$ cat src/rtl/espi_target_responder.sv
`default_nettype none
// +--------------------------------------------------------------------------+
// | Module   : espi_target_responder                                         |
// | Purpose  : Target side of a single-IO eSPI-style serial link. Decodes a  |
// |            command byte and an optional data byte from sclk/cs_n/io0,    |
// |            writes a local register file, and returns read data on io0    |
// |            after a one-cycle turnaround. Bus pins are oversampled into   |
// |            clk through SYNC_STAGES-deep synchronizers.                   |
// | Ports    : clk, reset (async, active high)                               |
// |            sclk, cs_n, io0_i       - bus pins from the host              |
// |            io0_o, io0_oe           - target drive value / enable on io0  |
// |            wr_valid/wr_addr/wr_data- committed write report              |
// |            err                     - invalid command / parity pulse      |
// |            busy                    - FSM not in IDLE                     |
// | Config   : ESPI_RESP_PARITY_EN enables an even-parity bit after each data |
// |            byte (checked on writes, driven on reads).                    |
// | Revision : 1.0 - initial release                                         |
// +--------------------------------------------------------------------------+
module espi_target_responder #(
   parameter int ADDR_W      = 4,
   parameter int SYNC_STAGES = 2
) (
   input  logic              clk,
   input  logic              reset,
   input  logic              sclk,
   input  logic              cs_n,
   input  logic              io0_i,
   output logic              io0_o,
   output logic              io0_oe,
   output logic              wr_valid,
   output logic [ADDR_W-1:0] wr_addr,
   output logic [7:0]        wr_data,
   output logic              err,
   output logic              busy
);

   localparam int REG_DEPTH = 2**ADDR_W;

   typedef enum logic [2:0] {
      IDLE  = 3'd0,
      CMD   = 3'd1,
      WDATA = 3'd2,
      TAR   = 3'd3,
      RDATA = 3'd4,
`ifdef ESPI_RESP_PARITY_EN
      PAR   = 3'd5,
`endif
      DONE  = 3'd6
   } state_t;

   // ---------------- pin synchronizers and edge strobes ----------------
   logic [SYNC_STAGES-1:0] sclk_sync, cs_sync, io_sync;
   logic                   sclk_q, cs_q;
   logic                   sclk_s, cs_s, io_s;
   logic                   sclk_rise, sclk_fall, cs_fall;

   always_ff @(posedge clk or posedge reset) begin
      if (reset) begin
         sclk_sync <= '0;
         cs_sync   <= '1;   // bus idles deselected
         io_sync   <= '0;
         sclk_q    <= 1'b0;
         cs_q      <= 1'b1;
      end else begin
         sclk_sync <= {sclk_sync[SYNC_STAGES-2:0], sclk};
         cs_sync   <= {cs_sync[SYNC_STAGES-2:0], cs_n};
         io_sync   <= {io_sync[SYNC_STAGES-2:0], io0_i};
         sclk_q    <= sclk_sync[SYNC_STAGES-1];
         cs_q      <= cs_sync[SYNC_STAGES-1];
      end
   end

   assign sclk_s    = sclk_sync[SYNC_STAGES-1];
   assign cs_s      = cs_sync[SYNC_STAGES-1];
   assign io_s      = io_sync[SYNC_STAGES-1];
   assign sclk_rise = sclk_s & ~sclk_q;
   assign sclk_fall = ~sclk_s & sclk_q;
   assign cs_fall   = ~cs_s & cs_q;

   // ---------------- frame FSM ----------------
   state_t            state;
   logic [4:0]        cnt;      // rising sclk edges seen in this frame
   logic [6:0]        cmd_sh;
   logic [ADDR_W-1:0] addr;
   logic [7:0]        shreg;
   logic [7:0]        regs [REG_DEPTH];
   logic [7:0]        cmd_full;
   logic              cmd_bad;
`ifdef ESPI_RESP_PARITY_EN
   logic              rd_par;
`endif

   // Command byte as it stands once the current io sample is shifted in.
   assign cmd_full = {cmd_sh, io_s};
   assign cmd_bad  = (cmd_full[6:4] != 3'b000) ||
                     ((cmd_full[3:0] >> ADDR_W) != 4'd0);
   assign busy     = (state != IDLE);

   always_ff @(posedge clk or posedge reset) begin
      if (reset) begin
         state    <= IDLE;
         cnt      <= 5'd0;
         cmd_sh   <= 7'd0;
         addr     <= '0;
         shreg    <= 8'h00;
         io0_o    <= 1'b0;
         io0_oe   <= 1'b0;
         wr_valid <= 1'b0;
         wr_addr  <= '0;
         wr_data  <= 8'h00;
         err      <= 1'b0;
`ifdef ESPI_RESP_PARITY_EN
         rd_par   <= 1'b0;
`endif
         for (int i = 0; i < REG_DEPTH; i++) regs[i] <= 8'h00;
      end else begin
         wr_valid <= 1'b0;
         err      <= 1'b0;
         // Deselect aborts from any state and beats a coincident sclk strobe.
         if (state != IDLE && cs_s) begin
            state  <= IDLE;
            io0_oe <= 1'b0;
            io0_o  <= 1'b0;
         end else begin
            case (state)
               IDLE: begin
                  if (cs_fall) begin
                     state <= CMD;
                     cnt   <= 5'd0;
                  end
               end
               CMD: begin
                  if (sclk_rise) begin
                     cnt    <= cnt + 5'd1;
                     cmd_sh <= cmd_full[6:0];
                     if (cnt == 5'd7) begin
                        addr <= cmd_full[ADDR_W-1:0];
                        if (cmd_bad) begin
                           err   <= 1'b1;
                           state <= DONE;
                        end else if (cmd_full[7]) begin
                           state <= TAR;
                        end else begin
                           state <= WDATA;
                        end
                     end
                  end
               end
               WDATA: begin
                  if (sclk_rise) begin
                     cnt   <= cnt + 5'd1;
                     shreg <= {shreg[6:0], io_s};
`ifdef ESPI_RESP_PARITY_EN
                     // Edge 17 carries the parity bit; shreg holds the full byte.
                     if (cnt == 5'd16) begin
                        if (io_s == ^shreg) begin
                           regs[addr] <= shreg;
                           wr_addr    <= addr;
                           wr_data    <= shreg;
                           wr_valid   <= 1'b1;
                        end else begin
                           err <= 1'b1;
                        end
                        state <= DONE;
                     end
`else
                     if (cnt == 5'd15) begin
                        regs[addr] <= {shreg[6:0], io_s};
                        wr_addr    <= addr;
                        wr_data    <= {shreg[6:0], io_s};
                        wr_valid   <= 1'b1;
                        state      <= DONE;
                     end
`endif
                  end
               end
               TAR: begin
                  // Edge 9 is the turnaround; the following fall starts driving.
                  if (sclk_rise) begin
                     cnt <= cnt + 5'd1;
                  end else if (sclk_fall && cnt == 5'd9) begin
                     shreg  <= regs[addr];
                     io0_o  <= regs[addr][7];
                     io0_oe <= 1'b1;
`ifdef ESPI_RESP_PARITY_EN
                     rd_par <= ^regs[addr];
`endif
                     state  <= RDATA;
                  end
               end
               RDATA: begin
                  if (sclk_rise) begin
                     cnt <= cnt + 5'd1;
                     if (cnt == 5'd16) begin
`ifdef ESPI_RESP_PARITY_EN
                        state <= PAR;
`else
                        state <= DONE;
`endif
                     end
                  end else if (sclk_fall) begin
                     shreg <= {shreg[6:0], 1'b0};
                     io0_o <= shreg[6];
                  end
               end
`ifdef ESPI_RESP_PARITY_EN
               PAR: begin
                  if (sclk_rise) begin
                     state <= DONE;
                  end else if (sclk_fall) begin
                     io0_o <= rd_par;
                  end
               end
`endif
               DONE: begin
                  if (sclk_fall) io0_oe <= 1'b0;
               end
               default: state <= IDLE;
            endcase
         end
      end
   end

endmodule
`default_nettype wire

$ cat config.mk
export PLATFORM = sky130hd
export DESIGN_NAME = espi_target_responder
export DESIGN_NICKNAME = d
export VERILOG_FILES = /design/src/rtl/espi_target_responder.sv
export SDC_FILE = /design/constraint.sdc
export NUM_CORES = 1
export LEC_CHECK = 0
export CELL_PAD_IN_SITES_DETAIL_PLACEMENT = 0
export CELL_PAD_IN_SITES_GLOBAL_PLACEMENT = 1
export CORE_MARGIN = 2
export CORE_UTILIZATION = 35
export DETAILED_ROUTE_END_ITERATION = 10
export GPL_ROUTABILITY_DRIVEN = 0
export MAX_ROUTING_LAYER = met4
export PLACE_DENSITY_LB_ADDON = 0.1
export SLEW_MARGIN = 0
export SYNTH_ARGS = -nofsm -noshare
export SYNTH_HDL_FRONTEND = slang
export SYNTH_SLANG_ARGS = --single-unit
$ cat constraint.sdc
create_clock -name clk -period 6.8 [get_ports clk]
set_clock_uncertainty 0.2 [all_clocks]
set_input_delay 1.36 -clock clk [delete_from_list [all_inputs] [get_ports clk]]
set_output_delay 1.36 -clock clk [all_outputs]
set_load 0.01 [all_outputs]
==> reports/results.md <==
| Item | Reported |
| --- | --- |
| Status | complete, no violations |
| Flop and latch count out of synthesis | 178 |
| EDFF count, synth | 0 |
| Power dissipated by switching net loads | 0.705 mW |
| Pwr dens | 264 mW/mm^2 |
| Count of endpoints failing setup in the final report | 0 |
| Per-instance average area after synthesis | 14.9 um^2 |
| Static leakage | 4.29 nW |
| Peak clock frequency supported by timing | 0.271 GHz |
| Clk Tree Root Cell | clkbuf_16 |
| Total placed instance area | 0.00859 mm^2 |
| Height of the die | 157 um |
| H-tree depth | 4 |
| Nets in the synthesized netlist | 557 |
| Area of the core region | 0.0228 mm^2 |
| Min Clock Period, post-route | 3.69 ns |
| Most numerous cell in the Yosys netlist | dfrtp_1 |
| Count of yosys warnings during synthesis | 0 |
| Register-to-Register Path Depth | 7 |
| Switching share of power | 0.292 |
| Dominant synthesized flop cell | dfrtp_1 |
| Setup Fix Bufs, Post-CTS | 0 |
| Post-layout util | 0.401 |
| Sequential element share of the synthesized area | 0.546 |
| Number of buffers inserted during clock tree synthesis | 17 |
| Number of optimization iterations in the first detailed-route pass | 6 |
| Required arrival time at the worst endpoint | 5.24 ns |
| Worst hold slack across all endpoints | 0.155 ns |
| Leading area contributor after synthesis | dfrtp_1 |
| Transition time of the tightest slew-check pin | 0.962 ns |
| Area share of the leading cell type in the synthesized netlist | 0.536 |
| Max-slew violation count | 0 |
| Routed Antenna Nets | 0 |
| CTS tree | built |
| Synthesized area | 0.00817 mm^2 |
| Headroom to the max-slew limit | 0.359 |
| Pin count of the biggest net entering global routing | 107 |
| Most common library cells after synthesis | 175 x dfrtp_1, 152 x mux2_2, 35 x mux4_2 |
| Number of antenna violations at the first check in global routing | 0 |
| Layout cells sized above 1 | 0.418 |
| HPWL after DPL | 11400 um |
| Type of origin of the critical path | register |
| Overflow after GRT | 0 |
| Clock Pin Slew Worst Setup and Hold Paths | 0.07 ns |
| Max cap viols | 0 |
| Type of the worst setup path | reg2out |
| Final worst-path cycle share | 0.543 |
| Vias per cell | 5.16 |
| Final standard cell area without fillers | 0.00914 mm^2 |
| Number of distinct standard cells referenced by the synthesized netlist | 50 |
| Overall die area | 0.0246 mm^2 |
| Source-to-sink clock delay at the later pin of the worst-skew pair | 0.42 ns |
| Overall routing resource usage | 0.162 |
| Clock network power share | 0.388 |
| Post-route worst setup slack | 3.11 ns |
| Total wire length | 17900 um |
| Worst hold-check path type | reg2reg |
| Mean routed wirelength per cell | 20.5 um |
| DRC violations left | 0 |
| Number of rows in the core area | 55 |
| Ranking of synthesized cells by area | dfrtp_1 54%, mux2_2 21%, mux4_2 9.6% |
| Maximum buffer depth of the clock tree | 2 |
| Maximum ir drop on the vdd rail | 0.000111 V |
| Number of endpoints with negative hold slack in the final report | 0 |
| Effective utilization at floorplan | 0.359 |
| I/O pin count | 22 |
| Syn Inst Count | 548 |
| Drt initial violations | 209 |
| Signal arrival time at the worst endpoint | 2.13 ns |
| Detailed-route via count | 4491 |
| Final TNS setup | 0 ns |
| Cells resized by post-CTS repair | 0 |
| First-pass GRT wire length | 28800 um |
| Fraction of power consumed by combinational cells | 0.090 |
| Worst hold path stage count | 0 |
| Final net count | 556 |
| Largest driver fanout on the critical path | 20 |
| Synth async-reset ratio | 1.00 |
| Setup repair after global routing missed its margin | no |
| Port Buffer Count | 21 |
| Die width | 157 um |
| Vias in the first global route | 4753 |
| Cell-internal power | 1.71 mW |
| Number of buffers inserted for hold repair after clock tree synthesis | 0 |
| Diode count | 0 |
| Sink Count | 178 |
| Sequential Power Share | 0.522 |
| Place WS | 3.38 ns |
| Critical path capture point type | output port |
| Synthesis-to-layout area growth | 11.9% |
## critical path, stage by stage (launching register included)
cell and delay [ns]:
dfrtp_1 0.60, or3_1 0.58, clkdlybuf4s50_1 0.53
## final cells by class
class	count	area (um^2)
fillers	2086	13600
flip-flops and latches	178	4460
multi-input cells	318	3470
clock buffers	19	443
well taps	313	392
repair buffers	25	240
clock inverters	11	108
inverters	7	31.3
## final timing paths
path	from	to	slack [ns]
worst min-delay path	io_sync[0]	io_sync[1]	0.15
worst max-delay path	state[0]	busy	3.11
worst min register to register	io_sync[0]	io_sync[1]	0.15
min in group asynchronous	reset	regs[124]	1.35
worst max register to register	cnt[0]	regs[81]	3.60
max in group asynchronous	reset	regs[54]	3.95
## metrics by stage
| step | cells | total power, mW |
|---|---|---|
| after floorplan | 548 | 1.42 |
| after global placement | 841 | 1.50 |
| after detailed placement | 841 | 1.50 |
| after CTS | 871 | 2.45 |
| after global routing | 871 | 2.54 |
| final | 871 | 2.42 |
## power by group through the flow
stage	logic, mW	registers, mW	clock network [mW]
4_1_cts	0.220	1.26	0.963
2_1_floorplan	0.280	1.14	0
5_1_grt	0.247	1.29	1.01
3_3_place_gp	0.217	1.28	0
6_report	0.217	1.26	0.937
3_5_place_dp	0.218	1.29	0
## registers in the layout (all words and copies together) (netlist names), 2 cells and up
register,flops
regs,128
wr_data,8
cmd_sh,7
shreg,7
cnt,5
addr,4
wr_addr,4
state,3
cs_sync,2
io_sync,2
sclk_sync,2
## placed cells by master (no fill, tap or decap), types with 4 or more instances in the layout
| master | n |
|---|---|
| mux4_1 | 5 |
| ha_1 | 4 |
| nand2_1 | 21 |
| nor3b_1 | 4 |
| inv_1 | 6 |
| nand3_1 | 4 |
| clkinv_4 | 4 |
| buf_4 | 4 |
| nand3_2 | 5 |
| a21oi_1 | 10 |
| nand2b_1 | 4 |
| mux4_2 | 35 |
| dfrtp_1 | 174 |
| nand4_1 | 4 |
| clkdlybuf4s50_1 | 21 |
| o21ai_0 | 4 |
| nor2_1 | 14 |
| clkbuf_16 | 17 |
| mux2_2 | 152 |
| mux2i_1 | 7 |
## routing by layer
layer	share of wire	track usage	vias up
met5	0	-	-
met4	0.0093	0.0389	0
met3	0.020	0.0302	14
met2	0.46	0.239	40
met1	0.52	0.232	2419
li1	-	-	2018
## logic make-up after synthesis
logic type / after synthesis / synth area share
AO/OA/AOI/OAI: 34 / 0.0279
XOR/XNOR: 3 / 0.00322
adder cells (fa/ha/maj): 4 / 0.00613
buffers and inverters: 52 / 0.0300
flip-flops: 178 / 0.546
multiplexers: 199 / 0.331
AND/OR/NAND/NOR: 78 / 0.0564
Note: power is estimated with default switching activity, not from simulation.
